`src/rtl/thiele_coproc_arbiter.sv`:
```
// thiele_coproc_arbiter: round-robin share of one coprocessor channel between the logic and Python ports
// One transaction in flight; a timeout substitutes TIMEOUT_DATA for a missing cop_ack.
module thiele_coproc_arbiter #(
  parameter int          TIMEOUT_CYCLES = 64,
  parameter logic [31:0] TIMEOUT_DATA   = 32'hDEAD_0000,
  parameter int          CNT_W          = 16
) (
  input  logic             clk,
  input  logic             rst,
  input  logic             logic_req,
  input  logic [31:0]      logic_addr,
  output logic             logic_ack,
  output logic [31:0]      logic_data,
  input  logic             py_req,
  input  logic [31:0]      py_code_addr,
  output logic             py_ack,
  output logic [31:0]      py_result,
  output logic             cop_req,
  output logic             cop_sel,
  output logic [31:0]      cop_addr,
  input  logic             cop_ack,
  input  logic [31:0]      cop_data,
  output logic             busy,
  output logic             timeout_pulse,
  output logic [CNT_W-1:0] timeout_count
);
  localparam int WAIT_W = $clog2(TIMEOUT_CYCLES);
  typedef enum logic [1:0] {IDLE, WAIT, RESP} state_t;
  state_t state;
  logic armed_logic, armed_py, rr_next, to_flag;
  logic [31:0] resp_data;
  logic [WAIT_W-1:0] wait_cnt;
  logic el_l, el_p, grant_py;
  always_comb begin
    el_l = logic_req & armed_logic;
    el_p = py_req & armed_py;
    grant_py = el_p & (~el_l | rr_next);
  end
  always_ff @(posedge clk or posedge rst) begin
    if (rst) begin
      state         <= IDLE;
      armed_logic   <= 1'b1;
      armed_py      <= 1'b1;
      rr_next       <= 1'b0;
      to_flag       <= 1'b0;
      resp_data     <= '0;
      wait_cnt      <= '0;
      logic_ack     <= 1'b0;
      logic_data    <= '0;
      py_ack        <= 1'b0;
      py_result     <= '0;
      cop_req       <= 1'b0;
      cop_sel       <= 1'b0;
      cop_addr      <= '0;
      busy          <= 1'b0;
      timeout_pulse <= 1'b0;
      timeout_count <= '0;
    end else begin
      logic_ack     <= 1'b0;
      py_ack        <= 1'b0;
      timeout_pulse <= 1'b0;
      case (state)
        IDLE: if (el_l | el_p) begin
          state    <= WAIT;
          cop_req  <= 1'b1;
          busy     <= 1'b1;
          cop_sel  <= grant_py;
          cop_addr <= grant_py ? py_code_addr : logic_addr;
          wait_cnt <= '0;
          to_flag  <= 1'b0;
        end
        WAIT: begin
          wait_cnt <= wait_cnt + 1'b1;
          if (cop_ack) begin
            resp_data <= cop_data;
            cop_req   <= 1'b0;
            state     <= RESP;
          end else if (wait_cnt == WAIT_W'(TIMEOUT_CYCLES - 1)) begin
            resp_data <= TIMEOUT_DATA;
            to_flag   <= 1'b1;
            cop_req   <= 1'b0;
            state     <= RESP;
          end
        end
        RESP: begin
          state         <= IDLE;
          busy          <= 1'b0;
          timeout_pulse <= to_flag;
          rr_next       <= ~cop_sel;
          if (to_flag && !(&timeout_count)) timeout_count <= timeout_count + 1'b1;
          if (cop_sel) begin
            py_ack    <= 1'b1;
            py_result <= resp_data;
            armed_py  <= 1'b0;
          end else begin
            logic_ack   <= 1'b1;
            logic_data  <= resp_data;
            armed_logic <= 1'b0;
          end
        end
        default: state <= IDLE;
      endcase
      // a low request on any edge re-arms its port, overriding the disarm above
      if (!logic_req) armed_logic <= 1'b1;
      if (!py_req) armed_py <= 1'b1;
    end
  end
endmodule
```
`config.mk`:
```
export PLATFORM = sky130hd
export DESIGN_NAME = thiele_coproc_arbiter
export DESIGN_NICKNAME = d
export VERILOG_FILES = /design/src/rtl/thiele_coproc_arbiter.sv
export SDC_FILE = /design/constraint.sdc
export NUM_CORES = 1
export LEC_CHECK = 0
export CORE_MARGIN = 4
export CORE_UTILIZATION = 35
export DETAILED_ROUTE_END_ITERATION = 10
export SYNTH_ARGS = -nofsm -noshare
export SYNTH_HDL_FRONTEND = slang
export SYNTH_SLANG_ARGS = --single-unit
```
`constraint.sdc`:
```
create_clock -name clk -period 9 [get_ports clk]
set_clock_uncertainty 0.05 [all_clocks]
set_input_delay 1.8 -clock clk [delete_from_list [all_inputs] [get_ports clk]]
set_output_delay 1.8 -clock clk [all_outputs]
set_load 0.02 [all_outputs]
```
### Word-level counts from Yosys, hierarchy flattened

Cells that the tools add are included.

* bitwise operators: 7
* equal/unequal tests: 11
* mux-type cells: 29
* reductions and logical operators: 19
* add/sub/neg operators: 2

Operators by type and width (count)
* $mux 32: 3
* $reduce_and 2->1: 10
* $mux 1: 17
* $add 16x1->16 const B: 1
* $reduce_and 16->1: 1
* $pmux 6 s2: 1
* $ne 2x2->1 const B: 4
* $add 6x1->6 const B: 1
* $eq 6x6->1 const B: 1
* $mux 2: 3
* $mux 6: 1
* $ne 2x1->1 const B: 3
* $pmux 1 s2: 3
* $reduce_bool 2->1: 3
* $pmux 2 s2: 1
* $reduce_and 4->1: 1
* $and 1x1->1: 3
* $ne 3x3->1 const B: 1
* $reduce_and 3->1: 1
* $eq 2x1->1 const B: 1
* $eq 2x2->1 const B: 1
* $logic_not 2->1: 1
* $not 1->1: 2
* $or 1x1->1: 2
* 2 further kinds: 2

* input bits: 101
* logic and storage cells: 85
* output and inout bits: 118
* register bits after elaboration: 162

### Logic depth before layout (Yosys ltp)

Gate-level depths: netlist (run 1).

* word-level depth: 5
* gate-level depth with buffers: 7
* depth with buffers taken out: 6

### Worst setup path after synthesis (run 1)

OpenSTA, ideal clock, no wires.

* path type: input port to flip-flop
* start point: in logic_req
* end point: reg wait_cnt[4]
* cell stages on the path: 5
* arrival time: 2757 ps
* data required time: 8832 ps
* path slack: 6075 ps
* setup time: 118 ps
* buffers on the path: 1
* cell sequence: nand2_1 > a211o_1 > clkbuf_1 > mux2_2 > a21o_1

* cells in the longest elaborated chain, start to end: 4

RTL lines
* start: declaration: RTL line 10 `input logic logic_req,`
* $and 1x1->1: RTL line 35 `el_l = logic_req & armed_logic;`
* $or 1x1->1: RTL line 63 `IDLE: if (el_l | el_p) begin`
* $ne 2x2->1 (no line)
* $reduce_and 2->1 (no line)
* end signal: assignment: RTL line 73 `wait_cnt <= wait_cnt + 1'b1;`
* end: declaration: RTL line 32 `logic [WAIT_W-1:0] wait_cnt;`

Every way passes these cells.
A chain may end at the register's enable or synchronous reset.

### Final worst setup path (run 1)

Ends and elaborated chain as after synthesis.

==> impl.org, run 1 <==
** Run status
- The flow ran to the end, and the final reports show no timing, DRC or antenna violations.

** Critical path
- The worst register-to-register path begins at state[1]$_DFFE_PP0P_.
- WP data required :: between 9 and 10 ns
- The critical path starts at logic_req.
- STA classifies the critical path endpoint as a flop.
- CP delay by family, top :: compound AO/OA/AOI/OAI gates
- In this run the worst path has a maximum fanout of between 70 and 80.
- Counting both buffers and inverters, the worst setup path holds a total of 1.
- Worst path arrival time :: about 3.8 ns
- List of cells traversed by the critical path :: clkdlybuf4s50_1, nand2_1, a211o_2, mux2_2, a21o_1
- Worst setup slack for register-to-register paths :: roughly 6.8 ns
- STA classifies the critical path startpoint as an input pin.
- CP max stage delay :: around 0.73 ns
- Standard cell with the maximum stage delay on the critical path :: sky130_fd_sc_hd__a211o_2
- Kind of critical path :: in2reg

** CTS
- Number of buffers inserted during clock tree synthesis :: 17
- Clock tree synthesis found a total of approximately 160 sinks.
- After clock tree synthesis, the clock-pin slew on the worst setup and hold paths is 0.06 ns.
- The longest clock path from root to sink contains 2 buffers.
- Clock insertion delay at the later pin of the skew report :: 0.41 ns
- The H-tree generated during clock tree synthesis spans 4 levels.
- Setup bufs post-CTS :: 0
- Post-CTS Hold Buffers :: 0
- In this run the clock root is driven by a sky130_fd_sc_hd__clkbuf_16.
- The number of gates resized after CTS was 0.
- TritonCTS built the clock tree.

** Drt
- Antenna Nets Post-Route :: 0
- The routed design has 16900 um of wire.
- For this run, design rule violations remaining after detail routing come to 0.
- Routed wire length per instance :: roughly 18 um
- Routed vias :: approximately 4.6k
- After detailed routing, the number of vias per cell comes to about 5.
- The first TritonRoute pass finished after 4 iterations.
- The first routing iteration left approximately 140 violations.

** Placement
- Routability-driven placement finished with a final weighted congestion of 0.760.
- After detailed placement, the total cell area comes to roughly 0.0089 mm^2.
- Number of buffers inserted by port buffering :: roughly 220
- Detailed Place HPWL :: roughly 12000 um

** Power
- VDD sags by at most ~150 uV.
- Power per cell area :: ~340 mW/mm^2
- Leakage power of the design :: approximately 4.2 nW

** STA
- Number of max-slew violations in the final report :: 0
- Final Hold Vio Count :: 0
- For the pin with the worst max-slew slack, the measured transition is around 1.1 ns.
- The smallest clock period supported by the final layout is computed as 3.52 ns.
- Tightest hold margin :: ~0.43 ns
- Setup violations remaining at the end of the flow were counted as 0.
- Headroom to the max-slew limit came out at 0.266.
- For this run, the top clock speed supported by timing is about 0.28 GHz.
- In the finished design, the share of the clock period the worst path needs comes to 0.391.
- Setup TNS :: 0 ns
- Setup repair after global routing missed its margin :: no

** Floorplan
- In this run the horizontal extent of the chip is approximately 140 um.
- Full die area :: about 0.021 mm^2
- Pin placement for this block handled 219 I/O pins.
- Core Area :: around 0.018 mm^2
- Starting density of the core :: 0.359
- The floorplan has 49 rows.
- Die Span Y :: 144 um

** Global route
- Vias in the first global route :: ~5k
- First-pass GRT wire length :: about 26000 um
- Entering global routing, the biggest net connects between 90 and 100 pins.
- Across every metal layer, demand over resource in global routing totals 0.164.
- Global routing finished with a remaining overflow of 0.
- Antenna violations before repair :: 0

** Synthesis
- Of the synthesized area, sequential elements account for 0.624.
- Yosys mapped a number of flops with a built-in enable equal to 0.
- Yosys printed 0 warnings.
- Syn Std Cell Area :: 0.00650 mm^2
- Among all flip-flop cells after synthesis, the most frequent one is sky130_fd_sc_hd__dfrtp_1.
- Of all flip-flops after synthesis, the portion carrying an async set or reset was 1.00.
- Distinct cell type count after synthesis :: 43
- Synthesis produced a netlist whose cell count is between 400 and 500.
- Dividing the synthesized area by the synthesized cell count gives approximately 13 um^2.
- Mapped Nets :: a little under 600
- Yosys reg bits :: roughly 160

** Cells and area
- After filler insertion, the fill cell instance count of the layout stands at between 1.5k and 2k.
- Utilization after layout :: 0.529
- Antenna diode count :: 0
- Final-stage net count :: approximately 800
- After routing the design area is ~0.0096 mm^2.
- Relative to the synthesized area, the layout overhead comes to 47.2%.
- Layout cell share with drive strength beyond 1 :: 0.165

** Min path
- Class of the most critical hold timing path :: reg2reg
- Hold_sp :: cop_addr[23]$_DFFE_PP0P_

** Flow run
- Max-cap violations in this run came to 0.
## cell usage in the layout, fill, tap and decap left out, drive strengths merged, types with 4 or more instances in the layout
cell	instances
a22o	21
buf	4
bufinv	5
clkbuf	20
clkdlybuf4s50	218
clkinv	4
dfrtp	160
inv	6
mux2	68
mux2i	36
nand2	52
nand3	8
nand4	5
nor2	8
nor3	8
nor4	4
o21ai	36
o22a	11
xor2	11
## metrics by stage
step | setup slack, ns | total power, W | cells
after global placement | 5.10 | 0.00249 | 915
after CTS | 5.50 | 0.00333 | 945
final | 5.48 | 0.00328 | 945
after floorplan | 2.78 | 0.00189 | 489
after global routing | 5.23 | 0.00346 | 945
after detailed placement | 5.05 | 0.00253 | 915
## worst paths after layout
kind,cells after the start,end
min in group asynchronous,2,py_result[12]$_DFFE_PP0P_
hold / removal,2,cop_addr[23]$_DFFE_PP0P_
setup reg to reg,3,resp_data[13]$_DFFE_PP0P_
max in group asynchronous,3,timeout_count[1]$_DFFE_PP0P_
hold reg to reg,2,cop_addr[23]$_DFFE_PP0P_
setup / recovery,5,wait_cnt[4]$_DFFE_PP0P_
## cells by family (layout without fill, tap and decap cells)
| family | count (synthesis) | count (layout) | share of synthesized area |
|---|---|---|---|
| AO/OA/AOI/OAI | 79 | 79 | 0.0832 |
| XOR/XNOR | 13 | 13 | 0.0175 |
| adder cells (fa/ha/maj) | 2 | 2 | 0.00385 |
| buffers and inverters | 31 | 258 | 0.0196 |
| flip-flops | 162 | 162 | 0.624 |
| multiplexers | 104 | 104 | 0.173 |
| AND/OR/NAND/NOR | 98 | 98 | 0.0784 |
## final cells by class
cell class	instances	area, um^2	share of cell area
flip-flops and latches	162	4060	0.424
multi-input cells	296	2340	0.244
repair buffers	222	2210	0.231
clock buffers	20	467	0.0488
well taps	229	287	0.0300
clock inverters	10	181	0.0190
inverters	6	27.5	0.00288
## synth_stat cells, types with 3 or more instances
| master | instances | area, um^2 |
|---|---|---|
| sky130_fd_sc_hd__dfrtp_1 | 160 | 4000 |
| sky130_fd_sc_hd__mux2_2 | 68 | 766 |
| sky130_fd_sc_hd__nand2_1 | 52 | 195 |
| sky130_fd_sc_hd__mux2i_1 | 36 | 360 |
| sky130_fd_sc_hd__o21ai_0 | 35 | 175 |
| sky130_fd_sc_hd__a22o_1 | 21 | 184 |
| sky130_fd_sc_hd__clkbuf_1 | 16 | 60.1 |
| sky130_fd_sc_hd__o22a_1 | 11 | 96.3 |
| sky130_fd_sc_hd__xor2_1 | 11 | 96.3 |
| sky130_fd_sc_hd__buf_2 | 9 | 45.0 |
| sky130_fd_sc_hd__nand3_1 | 8 | 40.0 |
| sky130_fd_sc_hd__nor2_1 | 7 | 26.3 |
| sky130_fd_sc_hd__nor3_1 | 7 | 35.0 |
| sky130_fd_sc_hd__inv_1 | 6 | 22.5 |
| sky130_fd_sc_hd__nand4_1 | 4 | 25.0 |
| sky130_fd_sc_hd__a21oi_1 | 3 | 15.0 |
| sky130_fd_sc_hd__nor4_1 | 3 | 18.8 |
## power breakdown
| part | internal (W) | switching, W |
|---|---|---|
| clock network | 0.000510 | 0.000271 |
| registers | 0.00103 | 0.000185 |
| logic | 0.000652 | 0.000638 |
## metal layers
metal  GRT usage  share of wire  vias to the layer above  wire length [um]
li1            -              -                     2177                 -
met1       0.198           0.41                     2320              6980
met2       0.291           0.53                      109              9030
met3      0.0341          0.037                       20               620
met4      0.0560          0.017                        0               293
met5           0              0                        -                 0
## tightest hold or removal path, stage by stage, from the launching register on
cell and delay, ns:
sky130_fd_sc_hd__dfrtp_1 0.34, sky130_fd_sc_hd__nand2_1 0.04, sky130_fd_sc_hd__o21ai_0 0.06
## registers in the layout, indices dropped and copies added, names as in the netlist
name and flops:
cop_addr 32, logic_data 32, py_result 32, resp_data 32, timeout_count 16, wait_cnt 6, state 2, armed_logic 1
armed_py 1, busy 1, cop_req 1, cop_sel 1, logic_ack 1, py_ack 1, rr_next 1, timeout_pulse 1
to_flag 1
Power figures use the tool's default switching activity.
==> run 2: changes to the inputs <==
- PLACE_DENSITY: default -> 0.67
- clock period: 9 -> 3.1 ns (I/O delays scaled with it)
==> impl.org, run 2 (same netlist as run 1, synthesis figures left out) <==
** Critical path
- The critical path goes through ha_1, nand3_1, nor2_1, o21ai_2, inv_1, o22a_1.
- On the critical path, the stage with the largest delay is an instance of sky130_fd_sc_hd__o21ai_2.
- Crit path max fanout :: 22 (-71%)
- STA classifies the critical path startpoint as a flop.
- The delay of the slowest critical-path stage is 0.81 ns (+0.08 ns).
- Endpoint class of the critical path :: flop
- Worst path arrival time :: 2.98 ns (-0.79 ns)
- Kind of critical path :: reg2reg
- The data required time of the critical path came to 3.34 ns (-5.91 ns).

** Drt
- Routed metal-1 wire length :: 6570 um (-5.9%)
- Drt total wl :: 16100 um (-4.8%)
- Met3 wire length :: 842 um (+36%)
- The number of vias in the routed layout came to 4639 (+0.28%).
- Number of detailed-routing iterations run before antenna repair :: 4 (unchanged)
- Routed signal wires occupy layers up through met4.
- Via density per instance :: 4.88 (-0.25%)
- Routed wire length per instance :: 17.0 um (-5.3%)
- Drt drc :: 0 (unchanged)
- Antenna Nets Post-Route :: 0 (unchanged)
- The detailed-routed wire length on met2 was 8270 um (-8.5%).
- Violation count after the first detailed-route iteration :: 161 (+17%)

** CTS
- Post-CTS Hold Buffers :: 0 (unchanged)
- Number of sinks driven by the clock tree :: 162 (unchanged)
- CTS tree :: yes
- The maximum root-to-sink buffer count was 2 (unchanged).
- The number of setup buffers added after CTS was 0 (unchanged).
- The count of H-tree levels built during CTS came to 4 (unchanged).
- CTS placed an instance of sky130_fd_sc_hd__clkbuf_16 at the clock tree root.
- Number of buffers inserted during clock tree synthesis :: 17 (unchanged)
- The clock transition at the registers of the reported paths is 0.06 ns (about the same).
- Clock insertion delay at the later pin of the skew report :: 0.41 ns (about the same)
- The post-cts sizing count came to 0 (unchanged).

** STA
- Final Hold Vio Count :: 0 (unchanged)
- The transition at the pin with the smallest max-transition slack was 1.07 ns (-0.0298 ns).
- Worst relative slew slack :: 0.288 (+0.0216)
- Setup repair after global routing left no endpoint under its margin.
- Min Tclk post-route :: 2.74 ns
- Static timing analysis puts the maximum clock frequency at 0.366 GHz.
- The final worst slack is 0.365 ns (-5.12 ns).
- Share of the clock period used by the worst path after layout :: 0.882
- The final-layout setup total negative slack was 0 ns (unchanged).
- Final setup fails :: 0 (unchanged)
- The number of max-slew violations in the final report is 0 (unchanged).

** Global route
- The maximum number of pins on one net before global-route repair came to 100 (+7.5%).
- The overflow left after global routing was 0 (unchanged).
- Global-route usage over all layers :: 0.159 (-0.00448)
- Antenna violations before repair :: 0 (unchanged)
- The number of global-route vias before repair came to 5034 (+2.8%).
- First-pass GRT wire length :: 25900 um (-1.1%)

** Power
- The leakage power came to 4.23 nW (about the same).
- The clock group share of total power came to 0.232 (-0.006).
- Internal cell power :: 0.00621 W (+180%)
- Switch Pwr :: 0.00322 W (+190%)
- Part of the total power dissipated in combinational logic :: 0.395 (+0.002)
- The switching share of power was 0.342 (+0.00844).
- The portion of total power attributed to sequential cells came to 0.373 (+0.004).
- The maximum vdd ir drop came to 456 uV (+200%).
- Power per cell area :: 985 mW/mm^2 (+190%)

** Cells and area
- Commonest cells after routing, fill and taps aside :: 218 x sky130_fd_sc_hd__clkdlybuf4s50_1, 160 x sky130_fd_sc_hd__dfrtp_1, 68 x sky130_fd_sc_hd__mux2_2, 52 x sky130_fd_sc_hd__nand2_1, 36 x sky130_fd_sc_hd__mux2i_1
- Relative to the synthesized area, the layout overhead comes to 47.4%.
- The number of fill cells is 1550 (+0.65%).
- Layout cell share with drive strength beyond 1 :: 0.169 (+0.00440)
- Leaving out fill and tap cells, the most frequent cell in the layout is sky130_fd_sc_hd__clkdlybuf4s50_1.
- The utilization after layout is 0.530 (+0.000623).
- The number of diodes came to 0 (unchanged).
- Final-stage net count :: 811 (+0.37%)

** Run status
- The flow ran to the end, and the final reports show no timing, DRC or antenna violations.

** Placement
- The worst slack after detailed placement was 0.109 ns (-4.94 ns).
- Placer Congestion :: 0.738 (-2.9%)
- The HPWL after detailed placement came to 11600 um (-3.2%).
- The number of buffers inserted by port buffering was 218 (unchanged).

** Floorplan
- The die outline width came to 144 um (unchanged).
- The y dimension of the die is 144 um (unchanged).
- The area inside the core boundary was 0.0181 mm^2 (unchanged).
- The count of boundary I/O pins was 219 (unchanged).
- The overall die area came to 0.0208 mm^2 (unchanged).
- Starting density of the core :: 0.359 (unchanged)
- The site row count was 49 (unchanged).

** Flow run
- Max capacitance violation total :: 0 (unchanged)

** Min path
- The path class of the tightest hold or removal check is reg2reg.
[run 2: layer usage]
| metal | vias to the layer above | track usage |
|---|---|---|
| li1 | 2186 | - |
| met1 | 2299 | 0.194 |
| met2 | 128 | 0.272 |
| met3 | 26 | 0.0413 |
| met4 | 0 | 0.0599 |
| met5 | - | 0 |
[run 2: critical path: cells and delay by family, from the launching register on]
family | cells | cell delay (ns)
AND/OR/NAND/NOR | 2 | 0.26
buffers and inverters | 1 | 0.46
flip-flops | 1 | 0.43
adder cells (fa/ha/maj) | 1 | 0.26
AO/OA/AOI/OAI | 2 | 1.15
[run 2: path summary, 6_finish.rpt]
path | from | slack, ns | endpoint | cells past startpoint
max reg2reg | wait_cnt[0]$_DFFE_PP0P_ | 0.37 | resp_data[25]$_DFFE_PP0P_ | 6
min reg2reg | armed_py$_DFFE_PP1P_ | 0.42 | armed_py$_DFFE_PP1P_ | 2
max | wait_cnt[0]$_DFFE_PP0P_ | 0.37 | resp_data[25]$_DFFE_PP0P_ | 6
min | armed_py$_DFFE_PP1P_ | 0.42 | armed_py$_DFFE_PP1P_ | 2
max in group asynchronous | rst | 1.69 | py_result[12]$_DFFE_PP0P_ | 3
min in group asynchronous | rst | 0.63 | cop_addr[4]$_DFFE_PP0P_ | 3
[run 2: stage by stage]
| stage | hold WS, ns | std cells | cell area, um^2 | total power, W |
|---|---|---|---|---|
| after global placement | 0.397 | 918 | 8950 | 0.00720 |
| final | 0.417 | 950 | 9580 | 0.00943 |
| after detailed placement | 0.413 | 918 | 8950 | 0.00733 |
| after CTS | 0.424 | 950 | 9580 | 0.00957 |
| after global routing | 0.445 | 950 | 9580 | 0.00999 |
| after floorplan | 0.389 | 489 | 6500 | 0.00549 |
[run 2: power by group through the flow]
| stage | combinational [W] | clock (W) | sequential, W |
|---|---|---|---|
| floorplan | 0.00131 | 0 | 0.00419 |
| global placement | 0.00371 | 0 | 0.00349 |
| detailed placement | 0.00378 | 0 | 0.00355 |
| CTS | 0.00380 | 0.00225 | 0.00353 |
| global route | 0.00401 | 0.00234 | 0.00363 |
| finish | 0.00373 | 0.00219 | 0.00352 |
[run 2: final cells by class]
cell class | instances | area, um^2 | area share
Multi-Input combinational cell | 296 | 2340 | 0.244
Tap cell | 229 | 287 | 0.0299
Clock buffer | 20 | 457 | 0.0477
Timing Repair Buffer | 225 | 2250 | 0.235
Sequential cell | 162 | 4060 | 0.424
Clock inverter | 12 | 169 | 0.0176
Inverter | 6 | 26.3 | 0.00274
